==> src/rtl/tt_sweep_capture_if.sv <==
// Bus between the truth-table sweeper and the function under test / result consumer.
// TT_SWEEP_COMPARE_EN adds the reference table input and the match result.
interface tt_sweep_capture_if #(
  parameter int unsigned N_INPUTS = 7
);
  localparam int unsigned TT_W = 1 << N_INPUTS;

  logic                start;
  logic                f_in;
  logic                busy;
  logic                done;
  logic [N_INPUTS-1:0] x_out;
  logic [TT_W-1:0]     tt_out;
  logic [N_INPUTS:0]   ones_count;
`ifdef TT_SWEEP_COMPARE_EN
  logic [TT_W-1:0]     expected_tt;
  logic                match;

  modport master (
    input  start, f_in, expected_tt,
    output x_out, busy, done, tt_out, ones_count, match
  );
  modport slave (
    output start, f_in, expected_tt,
    input  x_out, busy, done, tt_out, ones_count, match
  );
`else
  modport master (
    input  start, f_in,
    output x_out, busy, done, tt_out, ones_count
  );
  modport slave (
    output start, f_in,
    input  x_out, busy, done, tt_out, ones_count
  );
`endif
endinterface

==> src/rtl/tt_sweep_capture.sv <==
// Drives every input vector onto a combinational function and captures its truth table
// and on-set weight. Optional reference comparison under TT_SWEEP_COMPARE_EN.
module tt_sweep_capture #(
  parameter int unsigned N_INPUTS = 7,
  parameter int unsigned SETTLE   = 0
) (
  input logic              clk,
  input logic              rst_n,
  tt_sweep_capture_if.master bus
);
  localparam int unsigned         TT_W        = 1 << N_INPUTS;
  localparam bit                  HAS_SETTLE  = (SETTLE != 0);
  localparam logic [3:0]          SETTLE_LAST = HAS_SETTLE ? 4'(SETTLE - 1) : 4'd0;
  localparam logic [N_INPUTS-1:0] X_LAST      = '1;
  localparam logic [N_INPUTS-1:0] X_ONE       = 1;

  typedef enum logic [1:0] {
    IDLE,
    SETTLE_WAIT,
    SAMPLE,
    FINISH
  } state_t;

  state_t              state_q, state_d;
  logic [N_INPUTS-1:0] x_q, x_d;
  logic [3:0]          settle_q, settle_d;
  logic [TT_W-1:0]     tt_q, tt_d;
  logic [N_INPUTS:0]   ones_q, ones_d;
  logic                busy_q, busy_d;
  logic                done_q, done_d;
`ifdef TT_SWEEP_COMPARE_EN
  logic                match_q, match_d;
`endif

  always_comb begin
    state_d  = state_q;
    x_d      = x_q;
    settle_d = settle_q;
    tt_d     = tt_q;
    ones_d   = ones_q;
    busy_d   = busy_q;
    done_d   = 1'b0;
`ifdef TT_SWEEP_COMPARE_EN
    match_d  = match_q;
`endif
    unique case (state_q)
      IDLE: begin
        x_d    = '0;
        busy_d = 1'b0;
        if (bus.start) begin
          tt_d     = '0;
          ones_d   = '0;
          settle_d = '0;
          busy_d   = 1'b1;
`ifdef TT_SWEEP_COMPARE_EN
          match_d  = 1'b0;
`endif
          state_d  = HAS_SETTLE ? SETTLE_WAIT : SAMPLE;
        end
      end
      SETTLE_WAIT: begin
        if (settle_q == SETTLE_LAST) begin
          settle_d = '0;
          state_d  = SAMPLE;
        end else begin
          settle_d = settle_q + 4'd1;
        end
      end
      SAMPLE: begin
        tt_d[x_q] = bus.f_in;
        ones_d    = ones_q + (N_INPUTS+1)'(bus.f_in);
        // Increment wraps to 0 on the last vector, which is exactly the IDLE value.
        x_d       = x_q + X_ONE;
        if (x_q == X_LAST) begin
          state_d = FINISH;
        end else begin
          state_d = HAS_SETTLE ? SETTLE_WAIT : SAMPLE;
        end
      end
      FINISH: begin
        done_d  = 1'b1;
        busy_d  = 1'b0;
`ifdef TT_SWEEP_COMPARE_EN
        match_d = (tt_q == bus.expected_tt);
`endif
        state_d = IDLE;
      end
      default: state_d = IDLE;
    endcase
  end

  always_ff @(posedge clk) begin
    if (!rst_n) begin
      state_q  <= IDLE;
      x_q      <= '0;
      settle_q <= '0;
      tt_q     <= '0;
      ones_q   <= '0;
      busy_q   <= 1'b0;
      done_q   <= 1'b0;
`ifdef TT_SWEEP_COMPARE_EN
      match_q  <= 1'b0;
`endif
    end else begin
      state_q  <= state_d;
      x_q      <= x_d;
      settle_q <= settle_d;
      tt_q     <= tt_d;
      ones_q   <= ones_d;
      busy_q   <= busy_d;
      done_q   <= done_d;
`ifdef TT_SWEEP_COMPARE_EN
      match_q  <= match_d;
`endif
    end
  end

  assign bus.x_out      = x_q;
  assign bus.busy       = busy_q;
  assign bus.done       = done_q;
  assign bus.tt_out     = tt_q;
  assign bus.ones_count = ones_q;
`ifdef TT_SWEEP_COMPARE_EN
  assign bus.match      = match_q;
`endif
endmodule

==> src/flat_wrapper.sv <==
// flat-port wrapper written by rule: the top's interface ports become plain ports
module tt_sweep_capture_flat 
#(
  parameter int unsigned N_INPUTS = 7,
  parameter int unsigned SETTLE   = 0
)
  (clk, rst_n, bus_start, bus_f_in, bus_x_out, bus_busy, bus_done, bus_tt_out, bus_ones_count);
  tt_sweep_capture_if #(.N_INPUTS(N_INPUTS)) bus_i ();
  input logic clk;
  input logic rst_n;
  input wire logic [$bits(bus_i.start)-1:0] bus_start;
  input wire logic [$bits(bus_i.f_in)-1:0] bus_f_in;
  output wire logic [$bits(bus_i.x_out)-1:0] bus_x_out;
  output wire logic [$bits(bus_i.busy)-1:0] bus_busy;
  output wire logic [$bits(bus_i.done)-1:0] bus_done;
  output wire logic [$bits(bus_i.tt_out)-1:0] bus_tt_out;
  output wire logic [$bits(bus_i.ones_count)-1:0] bus_ones_count;
  assign bus_i.start = bus_start;
  assign bus_i.f_in = bus_f_in;
  assign bus_x_out = bus_i.x_out;
  assign bus_busy = bus_i.busy;
  assign bus_done = bus_i.done;
  assign bus_tt_out = bus_i.tt_out;
  assign bus_ones_count = bus_i.ones_count;
  tt_sweep_capture #(.N_INPUTS(N_INPUTS), .SETTLE(SETTLE)) u_core (.clk(clk), .rst_n(rst_n), .bus(bus_i));
endmodule
==> config.mk <==
export PLATFORM = sky130hd
export DESIGN_NAME = tt_sweep_capture_flat
export DESIGN_NICKNAME = d
export VERILOG_FILES = /design/src/rtl/tt_sweep_capture_if.sv /design/src/rtl/tt_sweep_capture.sv /design/src/flat_wrapper.sv
export SDC_FILE = /design/constraint.sdc
export NUM_CORES = 1
export LEC_CHECK = 0
export CAP_MARGIN = 20
export CORE_MARGIN = 3
export CORE_UTILIZATION = 54
export CTS_CLUSTER_SIZE = 24
export DETAILED_ROUTE_END_ITERATION = 12
export PLACE_DENSITY = 0.84
export SYNTH_ARGS = -nofsm -noshare
export SYNTH_HDL_FRONTEND = slang
export SYNTH_SLANG_ARGS = --single-unit
==> constraint.sdc <==
create_clock -name clk -period 3.3 [get_ports clk]
set_clock_uncertainty 0.05 [all_clocks]
set_input_delay 0.66 -clock clk [delete_from_list [all_inputs] [get_ports clk]]
set_output_delay 0.66 -clock clk [all_outputs]
set_load 0.01 [all_outputs]
; Yosys cells after proc, flatten, opt, wreduce, memory -nomap -nowiden
; Index checks and enable logic that the tools add are counted.
[op_classes]
n_addsub = 3
magnitude_cmp = 2
eq_ne = 6
n_mux = 18
n_reduce_logical = 9
[op_table]
columns = cell, n
row1 = one-hot mux 128 bit (2 select lines), 1
row2 = bitwise mux 128 bit, 1
row3 = two-way mux 128 bit, 1
row4 = one-hot mux 8 bit (2 select lines), 1
row5 = one-hot mux 7 bit (2 select lines), 1
row6 = adder 8 x 1 -> 8 bit, 1
row7 = less-than comparator 7 x 8 -> 1 bit (second input constant), 1
row8 = two-way mux 4 bit, 2
row9 = two-way mux 8 bit, 1
row10 = one-hot mux 2 bit (4 select lines), 1
row11 = one-hot mux 4 bit (2 select lines), 1
row12 = adder 7 x 1 -> 7 bit (second input constant), 1
row13 = demux 1 bit (select 7 bit), 1
row14 = == test 7 bit (second input constant), 1
row15 = greater-or-equal comparator 7 x 1 -> 1 bit (second input constant), 1
row16 = AND reduction 2 bit, 3
row17 = nonzero test 2 bit, 3
row18 = adder 4 x 1 -> 4 bit (second input constant), 1
row19 = == test 2 bit (second input constant), 2
row20 = logical NOT 4 bit, 1
row21 = two-way mux 1 bit, 4
row22 = two-way mux 2 bit, 2
row23 = == test 2 x 1 -> 1 bit (second input constant), 1
row24 = logical NOT 2 bit, 1
row25 = 4 further kinds, 4
[totals]
reg_bits = 151
in_bits = 4
out_inout_bits = 145
elab_cells = 45

; Logic depth before layout (Yosys ltp)
; Gate-level depths: netlist (run 1).
[depth]
ltp_word = 6
depth_mapped = 9
mapped_depth_nobuf = 6

; Worst setup path before layout (run 1)
; OpenSTA, ideal clock, no wires.
[synth_timing]
kind = register to register
startpoint = reg u_core.state_q[0]
endpoint = reg u_core.tt_q[4], in the netlist u_core.bus.tt_out[4]
setup_time_ps = 132
arrival_time_ps = 1810
t_required_ps = 3118
path_slack_ps = 1307
path_stages_with_launch = 10
path_buffers = 3
period_less_slack_ps = 1993
path_cell_list = dfxtp_1 -> inv_1 -> ha_1 -> buf_4 -> mux2i_1 -> buf_6 -> nor4b_4 -> buf_6 -> nand2_1 -> mux2i_1
[synth_via]
elab_chain_len = 3
elab_cells_between_ends = 6
classes_between = 2 x eq/ne / 1 x mux / 3 x reduce/logical
[synth_rtl]
columns = element, line_no
row1 = "start, declared", tt_sweep_capture.sv:24  ; state_t state_q, state_d;
row2 = "start signal, assigned", tt_sweep_capture.sv:105  ; state_q <= state_d;
row3 = == test 2 bit / logical NOT 2 bit (equally long branches), tt_sweep_capture.sv:46  ; unique case (state_q)
row4 = nonzero test 2 bit (no line) / inequality test 2 bit (equally long branches), --
row5 = AND reduction 2 bit (no line), --
row6 = "end signal, assigned", tt_sweep_capture.sv:108  ; tt_q <= tt_d;
row7 = "end, declared", tt_sweep_capture.sv:27  ; logic [TT_W-1:0] tt_q, tt_d;
; Several ways; a longest one is shown, not always the timed one.
; A chain may end at the register's enable or synchronous reset.

; Final worst setup path (run 1)
[layout_timing]
startpoint = reg u_core.x_q[3], in the netlist u_core.bus.x_out[3]
endpoint = out bus_x_out[3]
[layout_lines]
columns = element, line_no
row1 = "start, declared", tt_sweep_capture.sv:25  ; logic [N_INPUTS-1:0] x_q, x_d;
row2 = "start signal, assigned", tt_sweep_capture.sv:95  ; x_q <= '0;
row3 = "start signal, assigned", tt_sweep_capture.sv:106  ; x_q <= x_d;
row4 = "end, declared", flat_wrapper.sv:13  ; output wire logic [$bits(bus_i.x_out)-1:0] bus_x_out;
; No word-level cell between the ends.

==> results of run 1 <==
## how the worst max path moves through the flow
stage                              startpoint               endpoint  slack [ns]  cells after the start
after floorplan             u_core.state_q[0]   u_core.bus.tt_out[4]        1.31                      9
after global placement                  rst_n  u_core.bus.tt_out[27]        0.78                      4
after detailed placement                rst_n  u_core.bus.tt_out[23]        0.62                      4
after CTS                 u_core.bus.x_out[3]           bus_x_out[3]        0.70                      1
after global routing      u_core.bus.x_out[3]           bus_x_out[3]        0.60                      1
final                     u_core.bus.x_out[3]           bus_x_out[3]        0.70                      1
## state kept, by name (all words and copies together) (netlist names)
signal and cells:
u_core.bus.busy 1, u_core.bus.done 1, u_core.bus.ones_count 8, u_core.bus.tt_out 128, u_core.bus.x_out 7, u_core.settle_q 4, u_core.state_q 2
## power by group
group | internal, mW | switching [mW]
Sequential | 1.83 | 0.00998
Clock | 1.12 | 0.786
Combinational | 0.0511 | 0.109
Total | 3.00 | 0.905
## cell families after synthesis
logic type               Yosys count  synth area share
buffers and inverters             72           0.04695
AO/OA/AOI/OAI                    185            0.2132
adder cells (fa/ha/maj)           10           0.01965
AND/OR/NAND/NOR                  203            0.1521
XOR/XNOR                           5          0.006876
multiplexers                      55           0.08664
flip-flops                       151            0.4747
## cell type report
type	instances	area (µm²)	area share
Inverter	7	26.28	0.003086
Multi-Input combinational cell	458	3067	0.3601
Timing Repair Buffer	162	1637	0.1922
Tap cell	143	178.9	0.02101
Clock inverter	13	151.4	0.01778
Sequential cell	151	3023	0.3550
Clock buffer	19	432.9	0.05084
## Yosys cell counts (2+ instances only)
cell and instances:
buf_6 2, nor3b_1 3, o21a_1 2, a21oi_1 8, clkbuf_1 55, nor2b_1 14, a32oi_1 3, buf_2 5
o211ai_1 80, nor3_1 8, o21ai_0 8, nor4b_4 2, dfxtp_1 151, nand3_1 9, o31ai_1 80, buf_4 2
nand2_1 121, inv_1 7, or3_1 2, xnor2_1 4, nand4b_1 3, nand2b_1 6, nand4_1 3, mux2i_1 54
ha_1 10, and2_1 5, nor2_1 20
## layer usage
layer / part of all wire / track usage
met1: 0.42 / 0.3182
met2: 0.48 / 0.4315
met3: 0.079 / 0.07822
met4: 0.022 / 0.1029
met5: 0 / 0
## stage by stage
step	power [mW]	setup slack, ns	cells	utilization	hold slack, ns
detailed placement	2.036	0.6190	921	0.6917	0.4002
CTS	3.920	0.6976	953	0.7426	0.4144
floorplan	1.985	1.307	681	-	0.4086
global placement	2.029	0.7772	921	0.6917	0.3944
global route	4.027	0.5990	953	0.7426	0.4440
finish	3.905	0.7050	953	0.7426	0.4124
## tightest hold or removal path: cells and delay by family (launching register included)
family / cells / cell delay, ns
flops: 1 / 0.31
simple gates: 1 / 0.05
mux: 1 / 0.06
==> impl_metrics.yaml, run 1 <==
setup_path:
  arrival_ns: 1.89
  crit_type: "reg -> out"
  cp_slowest_cell: "dfxtp_1"
  endpoint_kind: "output pin"
  cp_num_buf_inv: 1
  rr_startpoint: "u_core.state_q[0]"
  path_cells: "clkdlybuf4s50_1"
  worstPathRequired_ns: 2.59
  r2r_slack_ns: 0.92
  max_stage_delay_ns: 0.77
  crit_path_start_kind: "flip-flop"
  cp_top_family: "flip-flops"
  r2r-end: "u_core.bus.tt_out[23]"
  crit_path_max_fanout: 20
  r2r_cells: 5
drt:
  wl_per_cell_um: 17.88
  drt_iter0_markers: 436
  routed_via_density: 6.007
  drc_errors: 0
  vias: 5725
  drt-total-wl_mm: 17.04
  dr.pass1.iters: 5
  ant_nets: 0
cts:
  clk_latency_ns: 0.42
  cts_tree: "built"
  cts_setup_buffers: 0
  cts_resized: 0
  cts_root_buffer: "clkbuf_16"
  cts_hold_buf: 0
  cts.sinks: 151
  clk_pin_slew_worst_paths_ns: 0.06
  cts_buffers: 17
  clockBufferDepth: 2
  htree_levels: 4
floorplan:
  core_area_um2: 11470
  ios: 149
  start_util: 0.5554
  chipWidth_um: 114.6
  rows: 39
  die_area_um2: 13130
  die_h_um: 114.6
grt:
  grt_pass1_vias: 5593
  grt_pass1_wl_mm: 27.73
  grt_max_degree: 49
  overflow: 0
  groute.usage.overall: 0.2610
  antenna_found_initial: 0
yosys:
  ys.flop_type: "dfxtp_1"
  async_flop_share: 0
  netlist_area_um2: 6369
  yosysTopAreaCellShare: 0.4747
  synth_cells: 681
  yosys_register_bits: 151
  syn-num-nets: 695
  ys_warn_count: 0
  seq_area_frac_synth: 0.4747
  synth_edf_count: 0
  yosysUniqueCellTypes: 41
  syn_avg_cell_area_um2: 9.352
  synth_top_area_cell: "dfxtp_1"
  synthTopCellsByArea: "dfxtp_1, o211ai_1, o31ai_1"
timing:
  fmax_mhz: 385.4
  timing_hold_violations_final: 0
  worst_pin_slew_ns: 0.6942
  rsz0062_at_grt: "no"
  slew_headroom: 0.5366
  finalSetupTns_ns: 0
  fin_crit_sh: 0.7864
  setup_violations: 0
  maxSlewViolCount: 0
  min_period_ns: 2.595
layout:
  layout_common_cells: "dfxtp_1, clkdlybuf4s50_1, nand2_1, o211ai_1, o31ai_1"
  final_nets: 811
  final_cell_area_um2: 8516
  final_common_cell: "dfxtp_1"
  drive_gt1_frac: 0.06420
  syn_to_final_growth_pct: 33.71
  num-fill-cells: 786
  antenna_cells: 0
placed_design:
  dpl_cell_area_um2: 7931
  port_buffers: 148
  hpwl_mm: 11.33
  gp_congestion: 0.8452
pwr:
  pwr_density_cell_nw_per_um2: 458.6
  worst_ir_drop_vdd_uv: 275.2
  power_leakage_nw: 3.106
run:
  drv_cap: 0
worst_hold_path:
  min_path_cells: 2
  hold_class: "reg -> reg"
  worstHoldEndpoint: "u_core.bus.tt_out[1]"
  min-delay-start: "u_core.bus.tt_out[1]"
outcome:
  status: "finished, final reports clean"
No activity file was read; power rests on OpenSTA's default activity.
==> run 2, diff against run 1 <==
--- a/config.mk
+++ b/config.mk
@@ -7,10 +7,10 @@
 export LEC_CHECK = 0
 export CAP_MARGIN = 20
 export CORE_MARGIN = 3
-export CORE_UTILIZATION = 54
+export CORE_UTILIZATION = 50
 export CTS_CLUSTER_SIZE = 24
 export DETAILED_ROUTE_END_ITERATION = 12
-export PLACE_DENSITY = 0.84
+export PLACE_DENSITY = 0.78
 export SYNTH_ARGS = -nofsm -noshare
 export SYNTH_HDL_FRONTEND = slang
 export SYNTH_SLANG_ARGS = --single-unit
==> constraint.sdc (replaced) <==
create_clock -name clk -period 2.4 [get_ports clk]
set_clock_uncertainty 0.05 [all_clocks]
set_input_delay 0.48 -clock clk [delete_from_list [all_inputs] [get_ports clk]]
set_output_delay 0.48 -clock clk [all_outputs]
set_load 0.01 [all_outputs]
==> run 2 against run 1 <==
Net effect:
- first-iteration DRC count fell by 3.7%
- largest cell class unchanged
- largest power group unchanged
- sequential power rose by 38%
- final cell count rose by 3.9%
- clock power rose by 62%
- highest routed layer unchanged
==> impl_metrics.yaml, run 2 (same netlist as run 1, synthesis figures left out) <==
outcome:
  status: "finished, final reports clean"
grt:
  overflow: 0
  antenna_found_initial: 0
  grt_pass1_vias: 5526
  grt_max_degree: 49
  groute.usage.overall: 0.2378
  grt_pass1_wl_mm: 27.79
layout:
  multiInputGateArea_um2: 3067
  drive_gt1_frac: 0.07908
  final_nets: 824
  largest_reg_flops: 128
  regArea_um2: 3023
  num-fill-cells: 942
  syn_to_final_growth_pct: 38.61
  final_common_cell: "dfxtp_1"
  layout_common_cells: "dfxtp_1, clkdlybuf4s50_1, nand2_1, o211ai_1, o31ai_1"
  antenna_cells: 0
pwr:
  p_int_mw: 4.684
  power_leakage_nw: 3.261
  pwr-share-comb: 0.042
  power_frac_clock: 0.528
  power_frac_seq: 0.430
  p_sw_mw: 1.191
  p_sw_frac: 0.2027
  pwr_density_cell_nw_per_um2: 665.5
  worst_ir_drop_vdd_uv: 372.8
timing:
  finalSetupTns_ns: 0
  worst_pin_slew_ns: 0.8519
  fmax_mhz: 436.2
  maxSlewViolCount: 0
  fin_crit_sh: 0.9552
  slew_headroom: 0.4158
  rsz0062_at_grt: "no"
  setup_violations: 0
  timing_hold_violations_final: 0
  fin_ws_ns: 0.1076
  min_period_ns: 2.292
setup_path:
  path_cells: "clkdlybuf4s50_1"
  cp_num_buf_inv: 1
  crit_path_start_kind: "flip-flop"
  max_stage_delay_ns: 0.68
  crit_type: "reg -> out"
  cp_slowest_cell: "dfxtp_1"
  cp_top_family: "flip-flops"
  endpoint_kind: "output pin"
  crit_path_max_fanout: 14
  worstPathRequired_ns: 1.87
  arrival_ns: 1.76
  r2r_slack_ns: 0.22
cts:
  cts_root_buffer: "clkbuf_16"
  cts_tree: "built"
  clk_pin_slew_worst_paths_ns: 0.06
  clockBufferDepth: 2
  cts_buffers: 17
  cts_hold_buf: 0
  clk_latency_ns: 0.41
  cts_setup_buffers: 0
  htree_levels: 4
  cts.sinks: 151
  cts_resized: 0
floorplan:
  core_area_um2: 12210
  die_area_um2: 14130
  start_util: 0.5215
  ios: 149
  rows: 40
  die_h_um: 118.9
  chipWidth_um: 118.9
placed_design:
  gp_congestion: 0.8679
  port_buffers: 148
  hpwl_mm: 11.57
  pre_cts_ws_ns: 0.08588
drt:
  drt_iter0_markers: 420
  vias: 5673
  routed_via_density: 5.730
  wl_per_cell_um: 17.17
  drt-total-wl_mm: 17.00
  ant_nets: 0
  dr.pass1.iters: 5
  drc_errors: 0
worst_hold_path:
  hold_class: "reg -> reg"
run:
  drv_cap: 0
## run 2: cell count changes in the layout (fill, tap and decap cells not counted), sizes merged
cell,delta
buf,+13
bufinv,+5
clkinvlp,-3
clkinv,-2
inv,-1
## run 2: per-layer routing
metal  up-vias  global-route usage  share of wire
met4         0             0.06807         0.0090
met2       194              0.3972           0.49
met1      2725              0.3007           0.44
met5         -                   0              0
li1       2740                   -              -
met3        14             0.06743          0.060
## run 2: per-stage QoR
step	hold slack, ns	instance area, µm²	power (mW)	cells	utilization
2_1_floorplan	0.4086	6369	2.730	681	-
3_3_place_gp	0.3946	8135	2.817	959	0.6662
6_report	0.4087	8827	5.875	990	0.7228
5_1_grt	0.4384	8827	6.049	990	0.7228
4_1_cts	0.4139	8827	5.909	990	0.7228
3_5_place_dp	0.4003	8135	2.824	959	0.6662
## run 2: final timing paths
| check | cells past startpoint | startpoint | to |
|---|---|---|---|
| min reg2reg | 2 | u_core.bus.tt_out[16] | u_core.bus.tt_out[16] |
| max reg2reg | 8 | u_core.state_q[0] | u_core.bus.tt_out[94] |
| min | 2 | u_core.bus.tt_out[16] | u_core.bus.tt_out[16] |
| max | 1 | u_core.bus.x_out[2] | bus_x_out[2] |
## run 2: cell type report
type / count / area share
Multi-Input combinational cell: 458 / 0.3474
Sequential cell: 151 / 0.3425
Timing Repair Buffer: 175 / 0.2050
Clock buffer: 19 / 0.05018
Clock inverter: 12 / 0.02821
Tap cell: 168 / 0.02381
Inverter: 7 / 0.002977
## run 2: power groups by stage
stage               logic (mW)  registers [mW]  clock network (mW)
floorplan                0.154            2.58                   0
detailed placement       0.243            2.58                   0
global placement         0.236            2.58                   0
CTS                      0.244            2.53                3.14
finish                   0.245            2.53                3.10
global route             0.265            2.53                3.26
==> run 3, diff against run 2 <==
==> constraint.sdc (replaced) <==
create_clock -name clk -period 2.4 [get_ports clk]
set_clock_uncertainty 0.05 [all_clocks]
set_input_delay 0.36 -clock clk [delete_from_list [all_inputs] [get_ports clk]]
set_output_delay 0.36 -clock clk [all_outputs]
set_load 0.01 [all_outputs]
==> run 3 against run 2 <==
Net effect:
- register-to-register slack got worse by 0.05 ns
- final cell count shrank 0.40%
- sequential power hardly changed
- final area is 2.1% lower
- total power decreased by 7.9%
- clock power fell by 15%
- first-iteration DRC count rose by 9.3%
- flip-flop and latch count unchanged
- wire length up 1.6%
- maximum frequency rose by 2.9%
- die area unchanged
- count of clock-buffer cells in the layout decreased by 1
- critical endpoint is now u_core.bus.tt_out[81]
==> impl_metrics.yaml, run 3 (same netlist as run 1, synthesis figures left out) <==
outcome:
  status: "finished, final reports clean"
cts:
  cts_tree: "built"
  cts_buffers: 17
  cts_setup_buffers: 0
  htree_levels: 4
  cts_resized: 0
  clk_latency_ns: 0.42
  clockBufferDepth: 2
  clk_pin_slew_worst_paths_ns: 0.07
  cts_root_buffer: "clkbuf_16"
  cts.sinks: 151
pwr:
  pwr_density_cell_nw_per_um2: 625.8
  power_leakage_nw: 3.177
  worst_ir_drop_vdd_uv: 434.8
layout:
  final_nets: 819
  final_util: 0.7080
  num-fill-cells: 987
  final_common_cell: "dfxtp_1"
  antenna_cells: 0
  layout_common_cells: "dfxtp_1, clkdlybuf4s50_1, nand2_1, o211ai_1, o31ai_1"
  drive_gt1_frac: 0.07579
  largest_reg_flops: 128
  syn_to_final_growth_pct: 35.76
timing:
  timing_hold_violations_final: 0
  fin_crit_sh: 0.9282
  worst_pin_slew_ns: 0.8115
  rsz0062_at_grt: "no"
  finalSetupTns_ns: 0
  min_period_ns: 2.228
  slew_headroom: 0.4435
  setup_violations: 0
  maxSlewViolCount: 0
  fmax_mhz: 448.9
  fin_ws_ns: 0.1722
floorplan:
  start_util: 0.5215
  ios: 149
  die_h_um: 118.9
  rows: 40
  die_area_um2: 14130
  chipWidth_um: 118.9
  core_area_um2: 12210
setup_path:
  endpoint_kind: "flip-flop"
  worstPathRequired_ns: 2.69
  crit_path_start: "u_core.state_q[0]"
  crit_type: "reg -> reg"
  crit_path_max_fanout: 16
  rr_startpoint: "u_core.state_q[0]"
  arrival_ns: 2.52
  crit_path_start_kind: "flip-flop"
drt:
  vias: 5709
  drc_errors: 0
  dr.pass1.iters: 5
  drt_iter0_markers: 459
  ant_nets: 0
  wl_met2_mm: 8.553
  wl_met1_mm: 7.411
  drt-total-wl_mm: 17.26
  route.met3.wl_mm: 1.076
  routed_via_density: 5.790
  wl_per_cell_um: 17.51
  top_layer: "met4"
worst_hold_path:
  min-delay-start: "u_core.bus.tt_out[9]"
  hold_class: "reg -> reg"
placed_design:
  port_buffers: 148
  gp_congestion: 0.8272
  hpwl_mm: 11.35
  pre_cts_ws_ns: 0.1010
grt:
  groute.usage.overall: 0.2364
  grt_max_degree: 59
  grt_pass1_wl_mm: 27.44
  overflow: 0
  grt_pass1_vias: 5402
  antenna_found_initial: 0
run:
  drv_cap: 0
## run 3: through the flow
step	std cells	cell area, µm²	hold WS, ns	power, mW
floorplan	681	6369	0.4086	2.730
global placement	953	8040	0.3934	2.798
detailed placement	953	8040	0.4023	2.805
CTS	985	8637	0.4158	5.439
global route	986	8646	0.4325	5.587
finish	986	8646	0.4097	5.410
## run 3: metal layers
| metal | vias up | global-route usage |
|---|---|---|
| met3 | 21 | 0.05793 |
| li1 | 2730 | - |
| met4 | 0 | 0.07241 |
| met2 | 206 | 0.3982 |
| met1 | 2752 | 0.3000 |
| met5 | - | 0 |
## run 3: worst max-delay path, stage by stage, from the launching register on
cell and delay, ns:
dfxtp_1 0.36, inv_1 0.11, ha_1 0.27, mux2i_1 0.72, nor4b_4 0.07, buf_4 0.23
nand2_1 0.10, mux2i_1 0.22
## run 3: worst paths after layout
path	end	depth (start not counted)	slack [ns]
setup / recovery	u_core.bus.tt_out[81]	7	0.17
hold reg to reg	u_core.bus.tt_out[9]	2	0.41
setup reg to reg	u_core.bus.tt_out[81]	7	0.17
hold / removal	u_core.bus.tt_out[9]	2	0.41
## run 3: final cells by class
class	count	area [µm²]	area share
multi-input combinational	459	3075	0.3557
sequential	151	3023	0.3496
timing repair buffer	169	1714	0.1983
clock buffer	18	439.2	0.05080
tap	168	210.2	0.02431
clock inverter	14	157.7	0.01823
inverter	7	26.28	0.003039
## run 3: where the power goes
group          switching, mW  internal, mW  leakage, nW  total (mW)
clock network           1.15          1.51        0.291        2.65
registers             0.0128          2.51         1.22        2.52
logic                  0.157        0.0743         1.67       0.232
total                   1.32          4.09         3.18        5.41
## run 3: what timing repair did
action / in CTS / in global routing
endpoints found under the hold margin: 0 / 0
setup endpoints to repair: 0 / 1
hold buffers: 0 / 0
